$ cat src/rtl/pu_info_fill.sv
// ----------------------------------------------------------------------------
// pu_info_fill
//   Write-side sequencer for the per-CTB neighbour-info RAM (8x8 grid of
//   entries, address = {y[2:0], x[2:0]}). One prediction-unit record is
//   accepted per handshake and its data byte is replicated into every grid
//   entry the unit covers, one RAM write per cycle, raster order.
//
//   Optional feature macro: FILL_CLEAR_EN
//     defined   -> i_clear starts a 64-entry zero fill (CLEAR state)
//     undefined -> i_clear is ignored, no CLEAR state
//
// Ports
//   clk, rst_n          clock (rising edge), asynchronous active-low reset
//   i_fill_valid        fill request valid
//   o_fill_ready        high in IDLE; request accepted when valid & ready
//   i_x0, i_y0          unit top-left position in 8x8 grid units
//   i_log2_size         0..3 -> unit is 1/2/4/8 grid units square
//   i_data              record byte to replicate
//   i_clear             full-grid clear request (FILL_CLEAR_EN only)
//   o_en, o_we          RAM enable / write strobe (identical)
//   o_addrd             RAM write address {cnt_y, cnt_x}
//   o_did               RAM write data
//   o_busy              sequencer not idle
//   o_done              one-cycle pulse after the last write of a fill/clear
// ----------------------------------------------------------------------------
module pu_info_fill #(
    parameter int unsigned DataBits = 8
) (
    input  logic                clk,
    input  logic                rst_n,
    input  logic                i_fill_valid,
    output logic                o_fill_ready,
    input  logic [2:0]          i_x0,
    input  logic [2:0]          i_y0,
    input  logic [1:0]          i_log2_size,
    input  logic [DataBits-1:0] i_data,
    input  logic                i_clear,
    output logic                o_en,
    output logic                o_we,
    output logic [5:0]          o_addrd,
    output logic [DataBits-1:0] o_did,
    output logic                o_busy,
    output logic                o_done
);

`ifdef FILL_CLEAR_EN
    typedef enum logic [1:0] {StIdle, StFill, StClear} state_e;
`else
    typedef enum logic [0:0] {StIdle, StFill} state_e;
    // Clear request has no effect in this build.
    logic w_unused_clear;
    assign w_unused_clear = i_clear;
`endif

    state_e              r_state, w_state_d;
    logic [2:0]          r_cnt_x, w_cnt_x_d;
    logic [2:0]          r_cnt_y, w_cnt_y_d;
    logic [2:0]          r_x_start, w_x_start_d;
    logic [2:0]          r_x_end, w_x_end_d;
    logic [2:0]          r_y_end, w_y_end_d;
    logic [DataBits-1:0] r_data, w_data_d;
    logic                r_done, w_done_d;

    // Extent in 4 bits so x0 + w never wraps; anything reaching past the
    // grid edge is clamped to column/row 7.
    logic [3:0] w_size;
    logic [3:0] w_x_sum;
    logic [3:0] w_y_sum;
    logic [2:0] w_x_end_new;
    logic [2:0] w_y_end_new;

    assign w_size      = 4'd1 << i_log2_size;
    assign w_x_sum     = {1'b0, i_x0} + w_size;
    assign w_y_sum     = {1'b0, i_y0} + w_size;
    assign w_x_end_new = w_x_sum[3] ? 3'd7 : (w_x_sum[2:0] - 3'd1);
    assign w_y_end_new = w_y_sum[3] ? 3'd7 : (w_y_sum[2:0] - 3'd1);

    always_comb begin
        w_state_d   = r_state;
        w_cnt_x_d   = r_cnt_x;
        w_cnt_y_d   = r_cnt_y;
        w_x_start_d = r_x_start;
        w_x_end_d   = r_x_end;
        w_y_end_d   = r_y_end;
        w_data_d    = r_data;
        w_done_d    = 1'b0;

        unique case (r_state)
            StIdle: begin
`ifdef FILL_CLEAR_EN
                // Clear wins; a simultaneous fill stays pending upstream.
                if (i_clear) begin
                    w_state_d   = StClear;
                    w_cnt_x_d   = 3'd0;
                    w_cnt_y_d   = 3'd0;
                    w_x_start_d = 3'd0;
                    w_x_end_d   = 3'd7;
                    w_y_end_d   = 3'd7;
                end else
`endif
                if (i_fill_valid) begin
                    w_state_d   = StFill;
                    w_cnt_x_d   = i_x0;
                    w_cnt_y_d   = i_y0;
                    w_x_start_d = i_x0;
                    w_x_end_d   = w_x_end_new;
                    w_y_end_d   = w_y_end_new;
                    w_data_d    = i_data;
                end
            end
            default: begin
                // Raster scan shared by FILL and CLEAR.
                if (r_cnt_x == r_x_end) begin
                    if (r_cnt_y == r_y_end) begin
                        w_state_d = StIdle;
                        w_done_d  = 1'b1;
                    end else begin
                        w_cnt_x_d = r_x_start;
                        w_cnt_y_d = r_cnt_y + 3'd1;
                    end
                end else begin
                    w_cnt_x_d = r_cnt_x + 3'd1;
                end
            end
        endcase
    end

    always_ff @(posedge clk or negedge rst_n) begin
        if (!rst_n) begin
            r_state   <= StIdle;
            r_cnt_x   <= 3'd0;
            r_cnt_y   <= 3'd0;
            r_x_start <= 3'd0;
            r_x_end   <= 3'd0;
            r_y_end   <= 3'd0;
            r_data    <= '0;
            r_done    <= 1'b0;
        end else begin
            r_state   <= w_state_d;
            r_cnt_x   <= w_cnt_x_d;
            r_cnt_y   <= w_cnt_y_d;
            r_x_start <= w_x_start_d;
            r_x_end   <= w_x_end_d;
            r_y_end   <= w_y_end_d;
            r_data    <= w_data_d;
            r_done    <= w_done_d;
        end
    end

    // Outputs depend on registered state only.
    assign o_fill_ready = (r_state == StIdle);
    assign o_busy       = (r_state != StIdle);
    assign o_we         = (r_state != StIdle);
    assign o_en         = o_we;
    assign o_addrd      = {r_cnt_y, r_cnt_x};
    assign o_did        = (r_state == StFill) ? r_data : '0;
    assign o_done       = r_done;

endmodule

$ cat config.mk
export PLATFORM = sky130hd
export DESIGN_NAME = pu_info_fill
export DESIGN_NICKNAME = d
export VERILOG_FILES = /design/src/rtl/pu_info_fill.sv
export SDC_FILE = /design/constraint.sdc
export NUM_CORES = 1
export LEC_CHECK = 0
export BUFFER_PORTS_ARGS = -buffer_cell sky130_fd_sc_hd__buf_2
export CAP_MARGIN = 20
export CORE_MARGIN = 5
export CORE_UTILIZATION = 53
export DETAILED_ROUTE_END_ITERATION = 16
export PLACE_DENSITY = 0.76
export RECOVER_POWER = 100
export SLEW_MARGIN = 15
export SYNTH_ARGS = -nofsm -noshare
export SYNTH_HDL_FRONTEND = slang
export SYNTH_SLANG_ARGS = --single-unit
$ cat constraint.sdc
create_clock -name clk -period 1.9 [get_ports clk]
set_clock_uncertainty 0.05 [all_clocks]
set_input_delay 0.285 -clock clk [delete_from_list [all_inputs] [get_ports clk]]
set_output_delay 0.285 -clock clk [all_outputs]
set_load 0.005 [all_outputs]
==> results.md <==
- Run status: completed
- Switch Pwr: 0.00107 W
- Cell row count: 19
- Leak Pwr: 0.905 nW
- Yosys top cell area share: 39.7%
- Starting density of the core: 56.2%
- CP max FO: 16
- Kind of critical path: register to output pin
- Hold Path Class: input port to register
- Met3 usage: 1.73%
- Via count: 1,331
- Sw Share: 40.8%
- Number of global-route vias before repair: 1,312
- Post-synth EDFFs: 0
- Ys Warns: 0
- DIE HEIGHT: 64.5 um
- Dpl cell area: 1820 um^2
- Initial antenna violation count: 0
- Longest Clk Path Bufs: 2
- Achievable Freq: 0.586 GHz
- Comb power frac: 52.8%
- Slew Limit Headroom: 60.4%
- Slew Limit Fails: 0
- CP startpoint kind: register
- Skew-Pair Late Insertion Delay: 0.32 ns
- Post-synth top cells: nand2_1, dfrtp_1, inv_1
- First-pass DRT Iterations: 5
- Gpl congestion: 0.819
- Cells after Synth: 173
- Tot Pwr: 0.00263 W
- Syn Nets: 201
- Fraction of registers with async set/reset: 100%
- Ranking of synthesized cells by area: dfrtp_1, nand2_1, ha_1, xnor2_1, and2_1
- Prevailing post-synth register cell: dfrtp_1
- FF-to-FF path depth: 5
- WP data arrival: 1.37 ns
- Setup ws final: 0.192 ns
- # diodes: 0
- IO Port Bufs: 37
- Drt drc: 0
- Utilization after layout: 65.5%
- Resized Gates After CTS: 0
- FF-to-FF setup slack: 0.22 ns
- GRT Max-Usage Layer: met2
- Worst vdd ir: 0.000426 V
- Post-place setup slack: -0.0740 ns
- Core footprint: 2810 um^2
- Die area: 4170 um^2
- Share of power burned in the clock network: 9.4%
- PwrDens: 1430 nW/um^2
- Wire length per cell: 14.0 um
- Worst Setup EP: o_did[3]
- Worst Max-Slew Pin Slew: 0.593 ns
- Total Routing Usage GR: 17.7%
- Final instance area: 1840 um^2
- Cell taking the most area after synthesis: dfrtp_1
- Boundary Pins: 39
- CP endpoint kind: output pin
- Final WL: 3440 um
- Pin count of the biggest net entering global routing: 26
- Vias per inst: 5.43
- Setup repair after global routing missed its margin: no
- Internal Power: 0.00156 W
- Average cell area after synthesis: 9.11 um^2
- Yosys cell types: 39
- Reg2reg start: o_busy
- Hold Violations, Final: 0
- CTS tree: built
- CTS H-tree lvls: 1
- Met2 usage: 30.8%
- FF-to-FF End: r_data[2]
- Dpl hpwl: 2750 um
- Global-route wire length before repair: 5860 um
- DRT iter0 DRCs: 28
- Post-CTS Setup Bufs: 0
- Sequential fraction of design power: 37.8%
- Final net count: 243
- Grt total ovfl: 0
- Antenna-violating nets left: 0
- # hold bufs at CTS: 1
- TritonCTS Buffers: 3
- CTS sink cnt: 25
- Synth Register Bits: 25
- Tcrit/Tclk final: 89.9%
- Min Tclk post-route: 1.71 ns
- Count leader, synth: nand2_1
- Area grow syn2layout: 16.5%
- Root Buffer: clkbuf_4
- Seq/Total Area, Yosys: 39.7%
- GR Util met1: 22.1%
- Max cap viols: 0
- Req. time, crit path: 1.56 ns
- Critical Path Source: o_busy
- Clock Pin Slew Worst Setup and Hold Paths: 0.14 ns
- Setup violations, final: 0
- Layout cells sized above 1: 21.0%
- Die extent in x: 64.5 um
- Cell area after synthesis: 1580 um^2
- Filler Cell Count: 259
- Worst hold slack: 0.0919 ns
## per-layer routing
layer  part of all wire [%]  up-vias  routed length (um)
met2                     49       34                1690
met5                      0        -                   0
li1                       -      676                   -
met1                     45      617                1540
met3                    4.4        4                 150
met4                    1.7        0                  59
## layout by cell type (no fill, tap or decap), types with 7 or more instances in the layout
cell type / count
clkbuf_1: 12
xnor2_1: 8
nand2_1: 33
inv_1: 10
buf_4: 7
a21oi_1: 7
dfrtp_1: 25
and2_1: 7
nor2_1: 8
buf_2: 25
ha_1: 8
## registers in the layout, summed over array words and instances, names as in the netlist
| name | cells |
|---|---|
| r_data | 8 |
| r_cnt_x | 3 |
| r_cnt_y | 3 |
| r_x_end | 3 |
| r_x_start | 3 |
| r_y_end | 3 |
| o_busy | 1 |
| o_done | 1 |
## power groups by stage
| stage | Clock, W | Combinational (W) | Sequential [W] |
|---|---|---|---|
| 4_1_cts | 0.000249 | 0.00144 | 0.000993 |
| 2_1_floorplan | 0 | 0.00105 | 0.000961 |
| 3_5_place_dp | 0 | 0.00143 | 0.00101 |
| 5_1_grt | 0.000281 | 0.00157 | 0.00103 |
| 6_report | 0.000248 | 0.00139 | 0.000995 |
| 3_3_place_gp | 0 | 0.00139 | 0.000990 |
## logic make-up (layout without fill, tap and decap cells)
group	Yosys count	count (layout)	share of synthesized area, %
simple gates	69	69	21.3
compound gates	32	32	13.7
flops	25	25	39.7
buf+inv	19	60	5.63
xor+xnor	12	12	8.10
fa+ha+maj	8	8	6.35
mux	8	8	5.32
## worst min path at each step
stage | startpoint | end | slack [ns] | depth (start not counted)
floorplan | rst_n | o_busy | -0.06 | 0
global placement | rst_n | o_busy | 0.24 | 1
detailed placement | rst_n | o_busy | 0.25 | 1
CTS | i_data[0] | r_data[0] | 0.09 | 3
global route | i_data[6] | r_data[6] | 0.08 | 3
finish | i_data[0] | r_data[0] | 0.09 | 3
## final cells by class
type	instances	area [um^2]	share of cell area (%)
clock buffer	3	22.5	1.23
clock inverter	1	7.51	0.409
inverter	10	37.5	2.04
multi-input combinational	129	867	47.2
sequential	25	626	34.1
tap	31	38.8	2.11
timing repair buffer	46	238	12.9
## stage by stage
stage,std cells,TNS [ns]
finish,245,0
global route,245,0
CTS,245,0
detailed placement,240,-0.119
global placement,240,0
floorplan,173,0
## critical path: stages, from the launching register on
cell      delay (ns)
dfrtp_1         0.53
buf_4           0.25
and2_1          0.14
clkbuf_1        0.13
No activity file was read; power rests on OpenSTA's default activity.
